<file path="config.mk">
export PLATFORM = sky130hd
export DESIGN_NAME = jt49_mavg_dc_flat
export DESIGN_NICKNAME = d
export VERILOG_FILES = /design/src/rtl/jt49_mavg_dc_if.sv /design/src/rtl/jt49_mavg_dc.sv /design/src/flat_wrapper.sv
export SDC_FILE = /design/constraint.sdc
export NUM_CORES = 1
export LEC_CHECK = 0
export BUFFER_PORTS_ARGS = -buffer_cell sky130_fd_sc_hd__clkbuf_2
export CORE_ASPECT_RATIO = 0.75
export CORE_MARGIN = 5
export CORE_UTILIZATION = 63
export CTS_CLUSTER_SIZE = 30
export DETAILED_ROUTE_END_ITERATION = 12
export GPL_TIMING_DRIVEN = 0
export HOLD_SLACK_MARGIN = 0.06
export PLACE_DENSITY = 0.84
export SYNTH_ARGS = -nofsm -noshare
export SYNTH_HDL_FRONTEND = slang
export SYNTH_SLANG_ARGS = --single-unit
</file>
<file path="constraint.sdc">
create_clock -name clk -period 9.1 [get_ports clk]
set_input_delay 0.455 -clock clk [delete_from_list [all_inputs] [get_ports clk]]
set_output_delay 0.455 -clock clk [all_outputs]
set_load 0.005 [all_outputs]
</file>
<file path="src/rtl/jt49_mavg_dc_if.sv">
// Sample-stream bundle between the upstream delay-line stage and the
// moving-average DC-removal stage.
interface jt49_mavg_dc_if #(parameter int dw = 8);
   logic          cen;
   logic [dw-1:0] din;
   logic [dw-1:0] dly;
   logic [dw-1:0] avg;
   logic [dw:0]   dcout;
   logic          valid;

   modport master (output cen, din, dly, input avg, dcout, valid);
   modport slave  (input cen, din, dly, output avg, dcout, valid);
endinterface

</file>
<file path="src/rtl/jt49_mavg_dc.sv">
// Moving-average DC removal: running sum over the last 2**depth enabled
// samples, with the window average subtracted from the (one-tick delayed) input.
module jt49_mavg_dc #(
   parameter int dw    = 8,
   parameter int depth = 10
) (
   input  logic           clk,
   input  logic           rst_n,
   jt49_mavg_dc_if.slave  bus
);

   logic [dw+depth-1:0] r_acc;
   logic [dw-1:0]       r_din;
   logic [depth:0]      r_cnt;
   logic [dw-1:0]       r_avg;
   logic [dw:0]         r_dcout;
   logic                r_valid;

   logic                w_full;
   logic [dw-1:0]       w_sub;
   logic [dw-1:0]       w_accTop;

   // Delay-line RAM is undefined after reset, so its output is ignored until
   // the window has been filled once.
   assign w_full   = r_cnt[depth];
   assign w_sub    = w_full ? bus.dly : '0;
   assign w_accTop = r_acc[dw+depth-1:depth];

   always_ff @(posedge clk or negedge rst_n) begin
      if (!rst_n) begin
         r_acc   <= '0;
         r_din   <= '0;
         r_cnt   <= '0;
         r_avg   <= '0;
         r_dcout <= '0;
         r_valid <= 1'b0;
      end else if (bus.cen) begin
         r_acc   <= r_acc + {{depth{1'b0}}, bus.din} - {{depth{1'b0}}, w_sub};
         r_din   <= bus.din;
         if (!w_full) begin
            r_cnt <= r_cnt + {{depth{1'b0}}, 1'b1};
         end
         r_avg   <= w_accTop;
         r_dcout <= {1'b0, r_din} - {1'b0, w_accTop};
         r_valid <= w_full;
      end
   end

   assign bus.avg   = r_avg;
   assign bus.dcout = r_dcout;
   assign bus.valid = r_valid;

endmodule

</file>
<file path="src/flat_wrapper.sv">
// flat-port wrapper written by rule: the top's interface ports become plain ports
module jt49_mavg_dc_flat 
#(
   parameter int dw    = 8,
   parameter int depth = 10
)
  (clk, rst_n, bus_cen, bus_din, bus_dly, bus_avg, bus_dcout, bus_valid);
  jt49_mavg_dc_if #(.dw(dw)) bus_i ();
  input  logic clk;
  input  logic rst_n;
  input wire logic [$bits(bus_i.cen)-1:0] bus_cen;
  input wire logic [$bits(bus_i.din)-1:0] bus_din;
  input wire logic [$bits(bus_i.dly)-1:0] bus_dly;
  output wire logic [$bits(bus_i.avg)-1:0] bus_avg;
  output wire logic [$bits(bus_i.dcout)-1:0] bus_dcout;
  output wire logic [$bits(bus_i.valid)-1:0] bus_valid;
  assign bus_i.cen = bus_cen;
  assign bus_i.din = bus_din;
  assign bus_i.dly = bus_dly;
  assign bus_avg = bus_i.avg;
  assign bus_dcout = bus_i.dcout;
  assign bus_valid = bus_i.valid;
  jt49_mavg_dc #(.dw(dw), .depth(depth)) u_core (.clk(clk), .rst_n(rst_n), .bus(bus_i));
endmodule
</file>
==> results of run 1 <==
[cell type report]
type                    instances  share of cell area
plain buffers                  12             0.02363
clock buffers                   7             0.02363
multi-input cells             264              0.4986
flip-flops and latches         55              0.3375
inverters                      50             0.04603
clock inverters                 1            0.001841
repair buffers                 36             0.04480
well taps                      78             0.02393
[power by group]
part	total, W	internal (W)	switching, W
combinational	0.000998	0.000445	0.000553
sequential	0.000407	0.000343	0.0000637
clock	0.000152	0.0000694	0.0000822
total	0.00156	0.000858	0.000698
[worst reg2reg max path, stage by stage, from the launching register on]
cell and delay, ps:
dfrtp_1 350, clkbuf_1 370, and2_1 220, fa_1 450, fa_1 460, nand2b_1 210, a21oi_2 260, o211ai_2 160
a2111oi_4 320, mux2i_1 100, or3_1 370
[layer usage]
metal | vias to the layer above | routed length, um | track usage | part of all wire
li1 | 1405 | - | - | -
met1 | 1419 | 3865 | 0.3327 | 0.47
met5 | - | 0 | 0 | 0
met2 | 73 | 3607 | 0.3529 | 0.44
met3 | 13 | 536 | 0.06313 | 0.066
met4 | 0 | 133 | 0.05457 | 0.016
[synthesized netlist by cell type (2+ instances only)]
cell type / count / share of area
a211oi_1: 4 / 0.0081
a21boi_0: 5 / 0.010
a21o_1: 6 / 0.012
a21oi_1: 16 / 0.022
a31oi_1: 3 / 0.0051
and2_1: 9 / 0.015
and3_1: 3 / 0.0051
clkbuf_1: 6 / 0.0061
dfrtp_1: 55 / 0.37
fa_1: 9 / 0.049
ha_1: 27 / 0.091
inv_1: 50 / 0.051
mux2_2: 17 / 0.052
mux2i_1: 6 / 0.016
nand2_1: 32 / 0.033
nand2b_1: 4 / 0.0068
nand3_1: 2 / 0.0027
nand4_1: 8 / 0.014
nor2_1: 13 / 0.013
nor2b_1: 2 / 0.0034
nor3_1: 12 / 0.016
o2111ai_1: 2 / 0.0047
o211ai_1: 4 / 0.0081
o21a_1: 7 / 0.014
o21ai_0: 25 / 0.034
o21bai_1: 3 / 0.0061
o22ai_1: 3 / 0.0051
o31ai_1: 6 / 0.012
or2b_1: 2 / 0.0041
or3_1: 2 / 0.0034
xnor2_1: 13 / 0.031
xor2_1: 4 / 0.0095
[per-stage QoR]
stage / total power [W] / area, um2
finish: 0.001556 / 4078
global route: 0.001712 / 4078
CTS: 0.001550 / 4075
detailed placement: 0.001390 / 3971
global placement: 0.001348 / 3971
floorplan: 0.001166 / 3694
[logic make-up after synthesis]
kind of cell               Yosys count  share of synthesized area
AOI/OAI and AO/OA                   95                     0.1728
and+or+nand+nor                     93                     0.1291
buffers and inverters               62                    0.07689
DFF                                 55                     0.3726
adders and majority gates           36                     0.1402
muxes                               23                    0.06809
xor gates and xnor gates            17                    0.04031
[placed cells by master, fill, tap and decap left out, drive strengths merged, types with 2 or more instances in the layout]
cell | Yosys | layout
a211oi | 4 | 4
a21boi | 5 | 5
a21o | 6 | 6
a21oi | 17 | 17
a31oi | 3 | 3
and2 | 9 | 9
and3 | 3 | 3
buf | 3 | 4
clkbuf | 8 | 50
dfrtp | 55 | 55
fa | 9 | 9
ha | 27 | 27
inv | 50 | 50
mux2 | 17 | 17
mux2i | 6 | 6
nand2 | 32 | 32
nand2b | 4 | 4
nand3 | 2 | 2
nand4 | 9 | 9
nor2 | 13 | 13
nor2b | 2 | 2
nor3 | 12 | 12
o2111ai | 2 | 2
o211ai | 5 | 5
o21a | 7 | 7
o21ai | 26 | 26
o21bai | 3 | 3
o22ai | 3 | 3
o31ai | 6 | 6
or2b | 3 | 3
or3 | 2 | 2
xnor2 | 13 | 13
xor2 | 4 | 4
[sequential cells by signal, summed over array words and instances, names as in the netlist]
| name | count |
|---|---|
| u_core.r_cnt | 11 |
| u_core.bus.dcout | 9 |
| u_core.r_din | 8 |
| u_core.r_acc | 18 |
| u_core.bus.valid | 1 |
| u_core.bus.avg | 8 |
[how the worst max path moves through the flow]
stage / depth (start not counted) / to / start / slack (ps)
floorplan: 10 / u_core.r_acc[16] / u_core.r_cnt[10] / 6170
global placement: 10 / u_core.r_acc[16] / u_core.r_cnt[10] / 5810
detailed placement: 10 / u_core.r_acc[16] / u_core.r_cnt[10] / 5720
CTS: 10 / u_core.r_acc[16] / u_core.r_cnt[10] / 5690
global route: 13 / u_core.r_acc[16] / u_core.r_cnt[10] / 5450
finish: 10 / u_core.r_acc[16] / u_core.r_cnt[10] / 5690
==> impl_metrics.env, run 1 <==
export IMPL_cts_setup_buffers=0
export IMPL_slowest_delay_ps=460
export IMPL_fin_setup_tns_ps=0
export IMPL_synth_seq_cells=55
export IMPL_ys_seq_area_frac=0.3726
export IMPL_clk_path_buf_depth=2
export IMPL_crit_slowest_cell="fa_1"
export IMPL_synth_flop_cell="dfrtp_1"
export IMPL_vias=2910
export IMPL_gp_congestion=0.9373
export IMPL_worst_setup_path_end_kind="register"
export IMPL_drc=0
export IMPL_die_area_um2=7510
export IMPL_synthArstFlopShare=1.000
export IMPL_synth_edf_count=0
export IMPL_syn_area_um2=3694
export IMPL_fillers=471
export IMPL_die_w_um=98.42
export IMPL_cp_data_arrival_time_ps=3610
export IMPL_total_leakage_power_nw=1.976
export IMPL_cts_inserted_buffers=5
export IMPL_wirelength_mm=8.142
export IMPL_fp_row_count=24
export IMPL_max_slew_margin=0.5389
export IMPL_status="finished, final reports clean"
export IMPL_fmax_mhz=293.3
export IMPL_htreeDepth=2
export IMPL_wire_per_inst_um=16.19
export IMPL_cpMostUsedCell="fa_1"
export IMPL_rr_worst_depth=10
export IMPL_grt_pass1_vias=2895
export IMPL_diodes=0
export IMPL_clk_transition_reported_paths_ps=100
export IMPL_cp_cell_sequence="clkbuf_1, and2_1, fa_1, fa_1, nand2b_1, a21oi_2, o211ai_2, a2111oi_4, mux2i_1, or3_1"
export IMPL_hold_ws_ps=160.5
export IMPL_synth_fp_nets=436
export IMPL_pre_cts_ws_ps=5716
export IMPL_grt_max_degree=56
export IMPL_ys_types=53
export IMPL_initial_core_util=0.6406
export IMPL_slew_viol_final=0
export IMPL_cap_violations=0
export IMPL_post_dp_hpwl_mm=6.199
export IMPL_critical_path_top_delay_family="adder cells"
export IMPL_ant_nets=0
export IMPL_reg2reg_slack_ps=5690
export IMPL_critPathMaxFanout=10
export IMPL_pwr_density_cell_nw_per_um2=381.7
export IMPL_grt_antenna_before_repair=0
export IMPL_required_ps=9300
export IMPL_worst_slack_ps=5690
export IMPL_first_pass_iters=4
export IMPL_insertion_delay_ps=320
export IMPL_portBuffers=36
export IMPL_setup_violations=0
export IMPL_grt_util_all_layers=0.2325
export IMPL_finClkSkew_ps=9.353
export IMPL_drtIter0Drc=172
export IMPL_critPathLaunchType="register"
export IMPL_timing_rr_start="u_core.r_cnt[10]"
export IMPL_multi_input_area_um2=2033
export IMPL_postCtsHoldBufs=0
export IMPL_worst_hold_path_type="input port to asynchronous set/reset pin"
export IMPL_period_minus_slack_ps=3410
export IMPL_ir_worst_vdd_uv=180.4
export IMPL_root_buffer="clkbuf_8"
export IMPL_cts_sinks=55
export IMPL_grt_overflow=0
export IMPL_postCtsResizedCells=0
export IMPL_crit_type="register to register"
export IMPL_cts_tree="done"
export IMPL_r2r_end="u_core.r_acc[16]"
export IMPL_yosys_warnings=0
export IMPL_drive_gt1_frac=0.1694
export IMPL_rsz0062_at_grt="no"
export IMPL_syn_avg_cell_area_um2=9.694
export IMPL_fin_nets=479
export IMPL_hold_viol=0
export IMPL_period_share=0.3747
export IMPL_via_per_inst=5.785
export IMPL_die_y_um=76.31
export IMPL_tightest_slew_ps=691.7
export IMPL_synth_cells=381
export IMPL_dp_cells=495
export IMPL_seq_area_um2=1376
export IMPL_core_um2=5766
export IMPL_crit_buf_inv=1
export IMPL_instances_no_fill=503
export IMPL_area_growth_pct=10.40
export IMPL_ios=37
export IMPL_grt_pass1_wl_mm=14.08
export IMPL_postLayoutCoreUtil=0.7072
Power figures use the tool's default switching activity.
==> run 2, diff against run 1 <==
Settings changed: ABC_AREA set to 1, CORE_UTILIZATION 63 to 54, PLACE_DENSITY 0.84 to 0.77.
Clock period 9.1 ns to 3.01 ns, I/O delays scaled along.
==> run 2 against run 1 <==
  * Non-clock buffer count shrank 1
  * Synthesized cell count grew 30%
  * Total power grew to 2.7 times the previous value
  * Design area grew 0.86%
  * Critical path type unchanged
  * Largest cell class unchanged
  * Largest power group unchanged
==> impl_metrics.env, run 2 <==
export IMPL_status="finished, final reports clean"
export IMPL_drtIter0Drc=205
export IMPL_grt_util_all_layers=0.2098
export IMPL_hold_viol=0
export IMPL_regMostFlops="u_core.r_acc"
export IMPL_instances_no_fill=623
export IMPL_synthArstFlopShare=1.000
export IMPL_critPathMaxFanout=9
export IMPL_via_per_inst=5.112
export IMPL_largest_reg_flops=18
export IMPL_cts_inserted_buffers=5
export IMPL_tightest_slew_ps=691.8
export IMPL_cap_violations=0
export IMPL_worst_hold_path_type="input port to register"
export IMPL_synth_cells=495
export IMPL_root_buffer="clkbuf_8"
export IMPL_critPathLaunchType="register"
export IMPL_synth_common_cells="nand2_1, inv_1, dfrtp_1"
export IMPL_ys_types=34
export IMPL_grt_overflow=0
export IMPL_yosys_top_cells_area="dfrtp_1, nand2_1, ha_1, inv_1, fa_1"
export IMPL_synth_flop_cell="dfrtp_1"
export IMPL_grt_pass1_vias=3110
export IMPL_rr_worst_depth=18
export IMPL_synth_most_common_cell="nand2_1"
export IMPL_clk_path_buf_depth=2
export IMPL_area_growth_pct=10.41
export IMPL_yosys_area_top_type_share=0.3695
export IMPL_post_dp_hpwl_mm=6.542
export IMPL_clk_transition_reported_paths_ps=100
export IMPL_required_ps=3210
export IMPL_r2r_end="u_core.r_acc[12]"
export IMPL_synth_largest_area_cell="dfrtp_1"
export IMPL_max_slew_margin=0.5388
export IMPL_insertion_delay_ps=300
export IMPL_grt_pass1_wl_mm=14.37
export IMPL_timing_rr_start="u_core.r_cnt[10]"
export IMPL_grt_max_degree=56
export IMPL_htreeDepth=2
export IMPL_die_y_um=81.93
export IMPL_die_area_um2=8676
export IMPL_die_w_um=105.9
export IMPL_syn_area_um2=3725
export IMPL_worst_setup_path_end_kind="register"
export IMPL_portBuffers=35
export IMPL_cts_tree="done"
export IMPL_reg2reg_slack_ps=370
export IMPL_ir_worst_vdd_uv=381.7
export IMPL_first_pass_iters=5
export IMPL_hold_ws_ps=85.81
export IMPL_finClkSkew_ps=5.736
export IMPL_ant_nets=0
export IMPL_min_path_cells=3
export IMPL_vias=3185
export IMPL_layout_commonest_cell="nand2_1"
export IMPL_final_cell_area_um2=4113
export IMPL_worst_slack_ps=365.7
export IMPL_total_leakage_power_nw=2.311
export IMPL_fmax_mhz=378.2
export IMPL_dp_cells=614
export IMPL_diodes=0
export IMPL_place_area_um2=4005
export IMPL_fp_row_count=26
export IMPL_rsz0062_at_grt="no"
export IMPL_synth_edf_count=0
export IMPL_final_cell_mix="nand2_1, inv_1, dfrtp_1, clkbuf_2, o21ai_0"
export IMPL_grt_antenna_before_repair=0
export IMPL_syn_avg_cell_area_um2=7.525
export IMPL_fin_nets=593
export IMPL_synth_fp_nets=550
export IMPL_wirelength_mm=8.382
export IMPL_cts_sinks=55
export IMPL_core_um2=6766
export IMPL_cp_data_arrival_time_ps=2850
export IMPL_wire_per_inst_um=13.45
export IMPL_yosys_warnings=0
export IMPL_period_share=0.8785
export IMPL_drive_gt1_frac=0.1113
export IMPL_crit_type="register to register"
export IMPL_fin_setup_tns_ps=0
export IMPL_drc=0
export IMPL_ios=37
export IMPL_gp_congestion=0.9171
export IMPL_period_minus_slack_ps=2644
export IMPL_holdPathEnd="u_core.r_din[1]"
export IMPL_hold_start="bus_din[1]"
export IMPL_initial_core_util=0.5505
export IMPL_setup_violations=0
export IMPL_pre_cts_ws_ps=396.7
export IMPL_ys_seq_area_frac=0.3695
export IMPL_slew_viol_final=0
export IMPL_synth_seq_cells=55
export IMPL_pwr_density_cell_nw_per_um2=1035
-- run 2: changes by cell type in the layout (fill, tap and decap cells not counted), sizes merged, moves of 7 or more --
cell   previous run  this run
xnor2            13         6
mux2             17         0
inv              50        91
and2              9         2
nor2             13        27
o21ai            26        35
o21a              7         0
nand2            32       149
nand3             2        29
nor3             12         5
-- run 2: worst max-delay path by stage --
stage                                start               end  slack, ps  cells after the start
after global placement    u_core.r_cnt[10]  u_core.r_acc[12]        440                     15
after global routing      u_core.r_cnt[10]  u_core.r_acc[16]        170                     18
after CTS                 u_core.r_cnt[10]  u_core.r_acc[12]        370                     18
after detailed placement  u_core.r_cnt[10]  u_core.r_acc[12]        400                     18
final                     u_core.r_cnt[10]  u_core.r_acc[12]        370                     18
after floorplan           u_core.r_cnt[10]  u_core.r_acc[12]        690                     15
-- run 2: stage by stage --
stage | total power, W | utilization
after floorplan | 0.003161 | -
after global placement | 0.003716 | 0.5919
after detailed placement | 0.003807 | 0.5919
after CTS | 0.004260 | 0.6060
after global routing | 0.004764 | 0.6078
final | 0.004258 | 0.6078
-- run 2: kinds of logic (layout without fill, tap and decap cells) --
group                    count (synthesis)  in the layout  share of synthesized area
AO/OA/AOI/OAI                           64             64                    0.09204
XOR/XNOR                                16             16                    0.03762
adder cells (fa/ha/maj)                 36             36                     0.1391
buffers and inverters                  104            148                     0.1105
flip-flops                              55             55                     0.3695
AND/OR/NAND/NOR                        220            220                     0.2513
-- run 2: worst max-delay path, cell delays in order (launching register included) --
cell and delay, ps:
dfrtp_1 390, buf_6 150, nand2_1 70, inv_1 40
ha_1 270, inv_1 60, ha_1 180, inv_1 70
fa_1 400, inv_1 90, nand2_1 80, o21ai_2 210
nand2_1 80, nand2_1 130, nand2_1 90, nand2_1 60
nand2_1 50, nand3_1 90, nand2_1 60
-- run 2: power breakdown --
group          internal [W]  switching [W]
logic               0.00103        0.00167
clock network      0.000189       0.000243
registers          0.000977       0.000144
total               0.00220        0.00206
-- run 2: layer usage --
layer	GRT usage	vias to the layer above	wire length (um)
li1	-	1623	-
met1	0.2895	1480	4052
met2	0.3467	78	3789
met3	0.03692	4	476
met4	0.05433	0	64
met5	0	-	0
-- run 2: area by class of cell --
cell class | instances | area [um2]
clock buffer | 7 | 86.33
fill | 668 | 2654
buffer | 11 | 57.56
clock inverter | 1 | 8.758
tap | 84 | 105.1
multi-input combinational | 336 | 1937
timing repair buffer | 36 | 187.7
inverter | 93 | 354.1
sequential | 55 | 1376
-- run 2: what timing repair did --
action / 4_1_cts / 5_1_grt
buffers inserted: 0 / 0
resized for setup: 0 / 0
setup endpoints to repair: 0 / 0
endpoints found under the hold margin: 0 / 55
hold buffers: 0 / 1
==> run 3, diff against run 2 <==
Settings changed: CORE_UTILIZATION 54 to 60, PLACE_DENSITY 0.77 to 0.81.
Clock period 3.01 ns to 2.65 ns, I/O delays scaled along.
==> run 3 against run 2 <==
  * Total power rose by 20%
  * Clock power up 37%
  * Sequential cell count stayed put
  * Non-clock buffer count grew 4
  * Clock-buffer cell count decreased by 2
  * Worst setup slack got worse by 260 ps
  * Sequential power increased by 13%
  * Die area decreased by 8.9%
==> impl_metrics.env, run 3 (synthesized netlist as in run 2, its figures left out) <==
export IMPL_clk_transition_reported_paths_ps=100
export IMPL_final_cell_mix="nand2_1, inv_1, dfrtp_1, clkbuf_2, o21ai_0"
export IMPL_postLayoutCoreUtil=0.7132
export IMPL_insertion_delay_ps=330
export IMPL_met1_length_mm=3.932
export IMPL_total_leakage_power_nw=2.340
export IMPL_max_slew_margin=0.5332
export IMPL_ios=37
export IMPL_layout_commonest_cell="nand2_1"
export IMPL_grt_max_degree=56
export IMPL_slew_viol_final=0
export IMPL_dr_wl_met3_um=487
export IMPL_via_per_inst=5.275
export IMPL_grt_overflow=0
export IMPL_first_pass_iters=5
export IMPL_vias=3276
export IMPL_worst_setup_path_end_kind="register"
export IMPL_hold_viol=0
export IMPL_wl_met2_mm=3.830
export IMPL_drc=0
export IMPL_wire_per_inst_um=13.48
export IMPL_diodes=0
export IMPL_wirelength_mm=8.373
export IMPL_hold_ws_ps=118.5
export IMPL_cts_inserted_buffers=5
export IMPL_multi_input_area_um2=1994
export IMPL_fillers=472
export IMPL_die_y_um=78.24
export IMPL_finClkSkew_ps=11.56
export IMPL_drive_gt1_frac=0.1344
export IMPL_reg2reg_slack_ps=100
export IMPL_post_dp_hpwl_mm=6.439
export IMPL_crit_type="register to register"
export IMPL_clk_path_buf_depth=2
export IMPL_required_ps=2850
export IMPL_highest_layer="met4"
export IMPL_seq_area_um2=1376
export IMPL_largest_reg_flops=18
export IMPL_fmax_mhz=392.3
export IMPL_portBuffers=35
export IMPL_ant_nets=0
export IMPL_gp_congestion=0.9914
export IMPL_cts_tree="done"
export IMPL_critPathMaxFanout=9
export IMPL_worst_hold_path_type="input port to register"
export IMPL_regMostFlops="u_core.r_acc"
export IMPL_ir_worst_vdd_uv=519.8
export IMPL_core_um2=5916
export IMPL_setup_violations=0
export IMPL_drtIter0Drc=247
export IMPL_period_minus_slack_ps=2549
export IMPL_area_growth_pct=13.27
export IMPL_grt_pass1_vias=3145
export IMPL_grt_util_all_layers=0.2271
export IMPL_fin_nets=597
export IMPL_die_w_um=101.0
export IMPL_tightest_slew_ps=700.2
export IMPL_critPathLaunchType="register"
export IMPL_cap_violations=0
export IMPL_cp_data_arrival_time_ps=2750
export IMPL_cts_sinks=55
export IMPL_pwr_density_cell_nw_per_um2=1211
export IMPL_die_area_um2=7900
export IMPL_fp_row_count=24
export IMPL_initial_core_util=0.6297
export IMPL_grt_antenna_before_repair=0
export IMPL_root_buffer="clkbuf_8"
export IMPL_htreeDepth=2
export IMPL_status="finished, final reports clean"
export IMPL_grt_pass1_wl_mm=14.36
export IMPL_period_share=0.9620
[run 3: cell types whose count changed in the layout (fill, tap and decap cells not counted), sizes merged]
| cell | delta |
|---|---|
| buf | +2 |
| clkbuf | -2 |
| inv | +1 |
| bufinv | +1 |
| dlygate4sd3 | +2 |
[run 3: worst max-delay path: stages, from the launching register on]
cell     delay [ps]
dfrtp_1         390
buf_6           150
nand2_1          60
inv_1            40
ha_1            270
inv_1           100
ha_4            150
inv_1            50
fa_2            330
inv_1            90
nand2_2          70
o21ai_2         220
nand2_1          90
nand2_2         100
buf_4           120
xnor2_1         130
o21ai_1          80
[run 3: final cells by class]
class | instances | area share
tap | 78 | 0.02313
buffer | 11 | 0.01364
clock inverter | 3 | 0.01127
clock buffer | 5 | 0.01631
timing repair buffer | 40 | 0.05279
inverter | 93 | 0.08393
multi-input combinational | 336 | 0.4727
sequential | 55 | 0.3262
[run 3: final timing paths]
| check | start | endpoint | cells past startpoint |
|---|---|---|---|
| worst max-delay path | u_core.r_cnt[10] | u_core.r_acc[8] | 16 |
| worst min-delay path | bus_din[2] | u_core.r_din[2] | 3 |
| worst max register to register | u_core.r_cnt[10] | u_core.r_acc[8] | 16 |
| worst min register to register | u_core.r_cnt[9] | u_core.r_cnt[9] | 1 |
| max in group asynchronous | rst_n | u_core.r_acc[17] | 2 |
| min in group asynchronous | rst_n | u_core.bus.avg[1] | 2 |
[run 3: timing repair]
action,4_1_cts,5_1_grt
setup buffers,0,2
endpoints found under the hold margin,2,55
resized for setup,0,11
hold buffers,2,1
endpoints found under the setup margin,0,8
[run 3: report_power, final]
group | total (W) | leakage [nW] | internal [W] | switching [W]
Sequential | 0.00126 | 0.657 | 0.00111 | 0.000156
Combinational | 0.00325 | 1.62 | 0.00127 | 0.00198
Clock | 0.000592 | 0.0587 | 0.000287 | 0.000304
[run 3: routing by layer]
metal  vias up  global-route usage
met5         -                   0
met4         0             0.06375
met3        13             0.03454
met2       102              0.3627
met1      1531              0.3233
li1       1630                   -
[run 3: through the flow]
step | TNS, ps | cells | cell area (um2) | total power (W) | setup WS [ps]
detailed placement | 0 | 608 | 3998 | 0.004311 | 30.22
global placement | 0 | 608 | 3998 | 0.004216 | 94.29
finish | 0 | 621 | 4219 | 0.005109 | 100.8
global route | -248.2 | 621 | 4219 | 0.005681 | -88.69
floorplan | 0 | 495 | 3725 | 0.003590 | 326.2
CTS | 0 | 618 | 4134 | 0.004916 | 12.10
